[config.mk]
export PLATFORM = sky130hd
export DESIGN_NAME = seg_scan_ctrl
export DESIGN_NICKNAME = d
export VERILOG_FILES = /design/src/rtl/seg_scan_ctrl.sv
export SDC_FILE = /design/constraint.sdc
export NUM_CORES = 1
export LEC_CHECK = 0
export CAP_MARGIN = 10
export CORE_ASPECT_RATIO = 0.7
export CORE_MARGIN = 4
export CORE_UTILIZATION = 60
export CTS_CLUSTER_SIZE = 28
export DETAILED_ROUTE_END_ITERATION = 8
export HOLD_SLACK_MARGIN = 0.03
export PLACE_DENSITY = 0.83
export REMOVE_ABC_BUFFERS = 1
export SLEW_MARGIN = 5
export SYNTH_ARGS = -nofsm -noshare
export SYNTH_HDL_FRONTEND = slang
export SYNTH_SLANG_ARGS = --single-unit
[constraint.sdc]
create_clock -name CLK -period 6.32 [get_ports CLK]
set_clock_uncertainty 0.15 [all_clocks]
set_input_delay 1.264 -clock CLK [delete_from_list [all_inputs] [get_ports CLK]]
set_output_delay 1.264 -clock CLK [all_outputs]
set_load 0.01 [all_outputs]
[src/rtl/seg_scan_ctrl.sv]
// Three-digit multiplexed display scanner: digit 2 -> 1 -> 0, each slot opens with a
// blanking window so the digit selector settles before its anode is driven.
module seg_scan_ctrl #(
    parameter int PRESCALE = 50000,
    parameter int BLANK    = 16
) (
    input  logic       CLK,
    input  logic       RST,
    input  logic       EN,
    input  logic       LZS,
    input  logic [3:0] CNT,
    output logic [1:0] SW,
    output logic [2:0] AN,
    output logic       SLOT_TICK,
    output logic       FRAME_TICK
);

    localparam int PS_W = (PRESCALE > 1) ? $clog2(PRESCALE) : 1;
    localparam logic [PS_W-1:0] PS_LAST    = PS_W'(PRESCALE - 1);
    localparam logic [PS_W-1:0] BLANK_LAST = PS_W'(BLANK - 1);

    localparam logic [1:0] IDLE     = 2'd0;
    localparam logic [1:0] BLANKING = 2'd1;
    localparam logic [1:0] DRIVE    = 2'd2;

    localparam logic [1:0] DIG2 = 2'b10;
    localparam logic [1:0] DIG1 = 2'b01;
    localparam logic [1:0] DIG0 = 2'b00;

    logic [1:0]      state;
    logic [PS_W-1:0] ps_cnt;
    logic            run;
    logic            zero;
    logic [1:0]      next_dig;

    // Leading-zero suppression applies only to digits 2 and 1 while no nonzero digit has been seen.
    function automatic logic [2:0] drive_an(input logic [1:0] dig, input logic lzs,
                                            input logic run_f, input logic zero_f);
        logic [2:0] a;
        case (dig)
            DIG2:    a = 3'b011;
            DIG1:    a = 3'b101;
            default: a = 3'b110;
        endcase
        if (dig != DIG0 && lzs && run_f && zero_f)
            a = 3'b111;
        return a;
    endfunction

    always_comb begin
        case (SW)
            DIG2:    next_dig = DIG1;
            DIG1:    next_dig = DIG0;
            default: next_dig = DIG2;
        endcase
    end

    always_ff @(posedge CLK) begin
        if (RST) begin
            state      <= IDLE;
            ps_cnt     <= '0;
            run        <= 1'b1;
            zero       <= 1'b0;
            SW         <= DIG2;
            AN         <= 3'b111;
            SLOT_TICK  <= 1'b0;
            FRAME_TICK <= 1'b0;
        end else if (!EN) begin
            // Disable wins over any slot boundary in the same cycle.
            state      <= IDLE;
            ps_cnt     <= '0;
            SW         <= DIG2;
            AN         <= 3'b111;
            SLOT_TICK  <= 1'b0;
            FRAME_TICK <= 1'b0;
        end else begin
            SLOT_TICK  <= 1'b0;
            FRAME_TICK <= 1'b0;
            case (state)
                IDLE: begin
                    state      <= BLANKING;
                    ps_cnt     <= '0;
                    SW         <= DIG2;
                    AN         <= 3'b111;
                    run        <= 1'b1;
                    SLOT_TICK  <= 1'b1;
                    FRAME_TICK <= 1'b1;
                end
                BLANKING: begin
                    ps_cnt <= ps_cnt + PS_W'(1);
                    AN     <= 3'b111;
                    if (ps_cnt == BLANK_LAST) begin
                        // CNT has had the whole blanking window to settle for this SW.
                        zero  <= (CNT == 4'd0);
                        state <= DRIVE;
                        AN    <= drive_an(SW, LZS, run, CNT == 4'd0);
                    end
                end
                DRIVE: begin
                    if (ps_cnt == PS_LAST) begin
                        ps_cnt     <= '0;
                        SW         <= next_dig;
                        state      <= BLANKING;
                        AN         <= 3'b111;
                        SLOT_TICK  <= 1'b1;
                        FRAME_TICK <= (next_dig == DIG2);
                        if (next_dig == DIG2)
                            run <= 1'b1;
                        else if (!zero)
                            run <= 1'b0;
                    end else begin
                        ps_cnt <= ps_cnt + PS_W'(1);
                        AN     <= drive_an(SW, LZS, run, zero);
                    end
                end
                default: state <= IDLE;
            endcase
        end
    end

endmodule

### Word level (Yosys, flattened, before mapping)

Cells that the tools add are included.

* input port bits: 8
* word-level logic and storage cells: 56
* output and inout port bits: 7
* register bits: 27

* multiplexer cells: 22
* reductions and logical operators: 14
* bitwise operators: 1
* equality and inequality tests: 10
* add/sub/neg operators: 1

Operator list (count)
* 16-bit one-hot mux with 3 select lines: 1
* 16-bit by 1-bit adder with 16-bit output (second input constant): 1
* 16-bit equality test (second input constant): 1
* 16-bit by 4-bit equality test with 1-bit output (second input constant): 1
* 16-bit two-way mux: 1
* 3-bit two-way mux: 4
* 3-bit one-hot mux with 3 select lines: 1
* 2-bit one-hot mux with 2 select lines: 2
* 2-bit equality test (second input constant): 3
* 2-bit two-way mux: 3
* 1-bit one-hot mux with 2 select lines: 3
* 2-bit one-hot mux with 3 select lines: 1
* 3-bit one-hot mux with 2 select lines: 1
* 1-bit two-way mux: 5
* 2-bit by 1-bit equality test with 1-bit output (second input constant): 2
* 1-bit logical AND: 4
* 4-bit zero test: 1
* 2-bit inequality test (second input constant): 2
* 2-bit AND reduction: 2
* 4-bit AND reduction: 1
* 2-bit nonzero test: 2
* 3-bit inequality test (second input constant): 1
* 3-bit AND reduction: 1
* 3-bit nonzero test: 1
* other kinds (3): 3

### Depth between registers and ports, before layout

* depth after elaboration: 7
* mapped depth: 8
* mapped depth without buffers: 7

### Worst setup path after synthesis

Ideal clock, no wire load.

* path type: input to register
* from: in EN
* to: reg ps_cnt[2]
* arrival time: 2.381 ns
* setup slack: 3.732 ns
* stages: 5
* required time: 6.113 ns
* cell sequence: nor4bb_1 nand2_1 a2bb2oi_2 nor3b_1 a21o_1

* longest elaborated chain between the ends: 2

Ends and longest elaborated chain
* start: declaration: line 9 `input logic EN,`
* 1-bit inverter (no source line)
* 2-bit OR reduction (no source line)
* end signal: assignment: line 90 `ps_cnt <= ps_cnt + PS_W'(1);`
* end signal: assignment: line 112 `ps_cnt <= ps_cnt + PS_W'(1);`
* end: declaration: line 31 `logic [PS_W-1:0] ps_cnt;`

No other way between the ends.
A chain may end at the register's enable or synchronous reset.

### Worst setup path in the final report

Same ends and word-level chain as after synthesis.

==> out/summary.txt <==
initial core utilization: 66.43%
FF-to-FF setup slack: 3.74 ns
Remaining Overflow, GRT: 0
DRC Markers: 0
Worst Path Required: 6.46 ns
Die Height: 50.01 µm
actual slew at the worst max-slew pin: 0.7036 ns
core area: 0.002277 mm²
unrepaired setup endpoints after global routing: false
Worst Setup Start Kind: input pin
sequential area share after synthesis: 35.73%
WHS Path Cells: 1
Placed Cells: 219
Pins Over Slew Limit: 0
fin crit share: 47.96%
synth warn: 0
min cycle time layout: 3.031 ns
clk buf depth: 2
critical path's largest stage delay: 0.66 ns
Worst Setup Slack, final: 3.289 ns
# IOs: 15
WHS: 0.3340 ns
Iter 0 DRT Violations: 84
worst skew pair latency: 0.33 ns
PortBufs: 14
Arrival @ worst endpoint: 3.17 ns
most frequent cells in the layout: dfxtp_1, nor2_1, nand2_1, clkdlybuf4s50_1, o21ai_0
final core utilization: 73.35%
Area Overhead vs Synth: 10.42%
adder-cell area share of the yosys netlist: 6.617%
Synth Area in Compound Gates: 12.49%
antenna violations before repair: 0
H-Tree Level Count: 1
final setup vio count: 0
first-pass GRT wire length: 5112 µm
drt first pass iters: 4
hold path endpoint: run$_SDFFE_PP1P_
cts hold-fix bufs: 0
Routed wire per std cell: 14.22 µm
asr flop ratio synth: 0%
xor and xnor area share after synthesis: 5.790%
Synth cell types: 44
Max rail drop VDD: 0.1499 mV
hpwl dp: 2415 µm
Max-slew headroom: 52.45%
largest family of logic cells by synthesized area: simple AND/OR/NAND/NOR gates
max cap viols: 0
Slowest cell on crit path: nor4bb_1
largest net degree at the start of global routing: 15
Post-Synth Simple-Gate Area: 32.59%
Reg2Reg Depth: 6
Crit. End Element: register
main flop type after synthesis: dfxtp_1
pwr/cell area: 160.5 mW/mm²
HP Class: register to register
HP Start: run$_SDFFE_PP1P_
number of nets in the layout: 208
via count: 1320
drt via density: 5.919
final wirelength: 3172 µm
static leakage: 0.6053 nW
status: completed
cts repair resizes: 0
count of non-filler cells in the finished layout: 223
Site Rows: 14
worst path cell trace: clkdlybuf4s50_1, nor4bb_1, nand2_1, a2bb2oi_2, nor3b_1, a21o_1
die width: 68.02 µm
layout cell share with drive strength beyond 1: 5.759%
Worst-path clk slew: 0.14 ns
CTS tree: built
root buffer cell: clkbuf_4
Post-synth EDFFs: 0
mux cell area share after synthesis: 1.572%
most common cell after layout, fill and taps aside: dfxtp_1
Die Area: 0.003401 mm²
CP Max Fanout: 9
number of global-route vias before repair: 1078
CTS Sinks: 27
Max Clock Freq: 329.9 MHz
worst setup path class: input pin to register
setup_tns: 0 ns
Synth Instances: 180
Setup WS pre-CTS: 2.950 ns
Synth Register Bits: 27
routability-driven placement congestion ratio: 0.8604
n_diodes: 0
postcts setup bufs: 0
number of routed nets with antenna violations: 0
GRT Util Overall: 19.97%
critical register-to-register path startpoint: ps_cnt[0]$_SDFFE_PP0N_
reg2reg end: run$_SDFFE_PP1P_
Avg Cell Area, Syn: 8.404 µm²
Hold Violations, Final: 0
cell area after synthesis: 0.001513 mm²
TritonCTS Buffers: 3
-- stage by stage --
step	instance area [µm²]	total power, W
3_3_place_gp	1644	0.0001961
2_1_floorplan	1464	0.0001871
4_1_cts	1670	0.0002701
6_report	1670	0.0002681
5_1_grt	1670	0.0002802
3_5_place_dp	1644	0.0001966
-- critical path: cells and delay by family --
kind	cells	cell delay (ns)
simple gates	3	1.06
compound gates	2	0.31
buf+inv	1	0.54
-- registers in the layout, summed over array words and instances (netlist names) --
name / count
AN: 3
SW: 2
state: 2
ps_cnt: 16
run: 1
zero: 1
SLOT_TICK: 1
FRAME_TICK: 1
-- how the worst max path moves through the flow --
stage               startpoint                      to  cells after the start
floorplan                   EN  ps_cnt[2]$_SDFFE_PP0N_                      5
global placement            EN  ps_cnt[2]$_SDFFE_PP0N_                      6
detailed placement          EN  ps_cnt[2]$_SDFFE_PP0N_                      6
CTS                         EN  ps_cnt[2]$_SDFFE_PP0N_                      6
global route                EN  ps_cnt[2]$_SDFFE_PP0N_                      6
finish                      EN  ps_cnt[2]$_SDFFE_PP0N_                      6
-- report_power, final --
part | switching, W | internal, W | total, W
Combinational | 0.00000935 | 0.0000105 | 0.0000198
Sequential | 0.00000106 | 0.000172 | 0.000173
Clock | 0.0000501 | 0.0000248 | 0.0000749
Total | 0.0000605 | 0.000208 | 0.000268
-- cell usage after synthesis, drive strengths merged (2+ instances only) --
cell type / number / area (µm²)
a21o: 2 / 15.01
a21oi: 3 / 15.01
a31oi: 2 / 12.51
and2: 5 / 32.54
buf: 3 / 33.78
clkbuf: 4 / 15.01
dfxtp: 27 / 540.5
ha: 8 / 100.1
inv: 8 / 30.03
mux2i: 2 / 23.77
nand2: 19 / 71.32
nand2b: 2 / 12.51
nand3: 10 / 50.05
nand4: 6 / 37.54
nor2: 22 / 82.58
nor3: 2 / 10.01
nor4: 9 / 71.32
o21a: 2 / 15.01
o21ai: 11 / 55.05
o22a: 2 / 17.52
or3: 3 / 18.77
or4: 3 / 30.03
xnor2: 7 / 61.31
xor2: 3 / 26.28
-- layer usage --
metal	part of all wire [%]	GRT usage, %	up-vias
met5	0	0	-
met4	1.2	5.941	0
li1	-	-	662
met1	49	31.69	589
met2	40	24.64	65
met3	9.4	6.136	4
-- kinds of logic after synthesis --
kind of cell | after synthesis
xor gates and xnor gates | 10
and+or+nand+nor | 90
AOI/OAI and AO/OA | 28
muxes | 2
buffers and inverters | 15
adders and majority gates | 8
DFF | 27
-- final cells by class --
type                            count  area, µm²
Multi-Input combinational cell    138      893.4
Fill cell                         181      606.8
Sequential cell                    27      540.5
Timing Repair Buffer               14      140.1
Tap cell                           32      40.04
Inverter                            8      30.03
Clock buffer                        4      26.28
(Power assumes the default switching activity.)
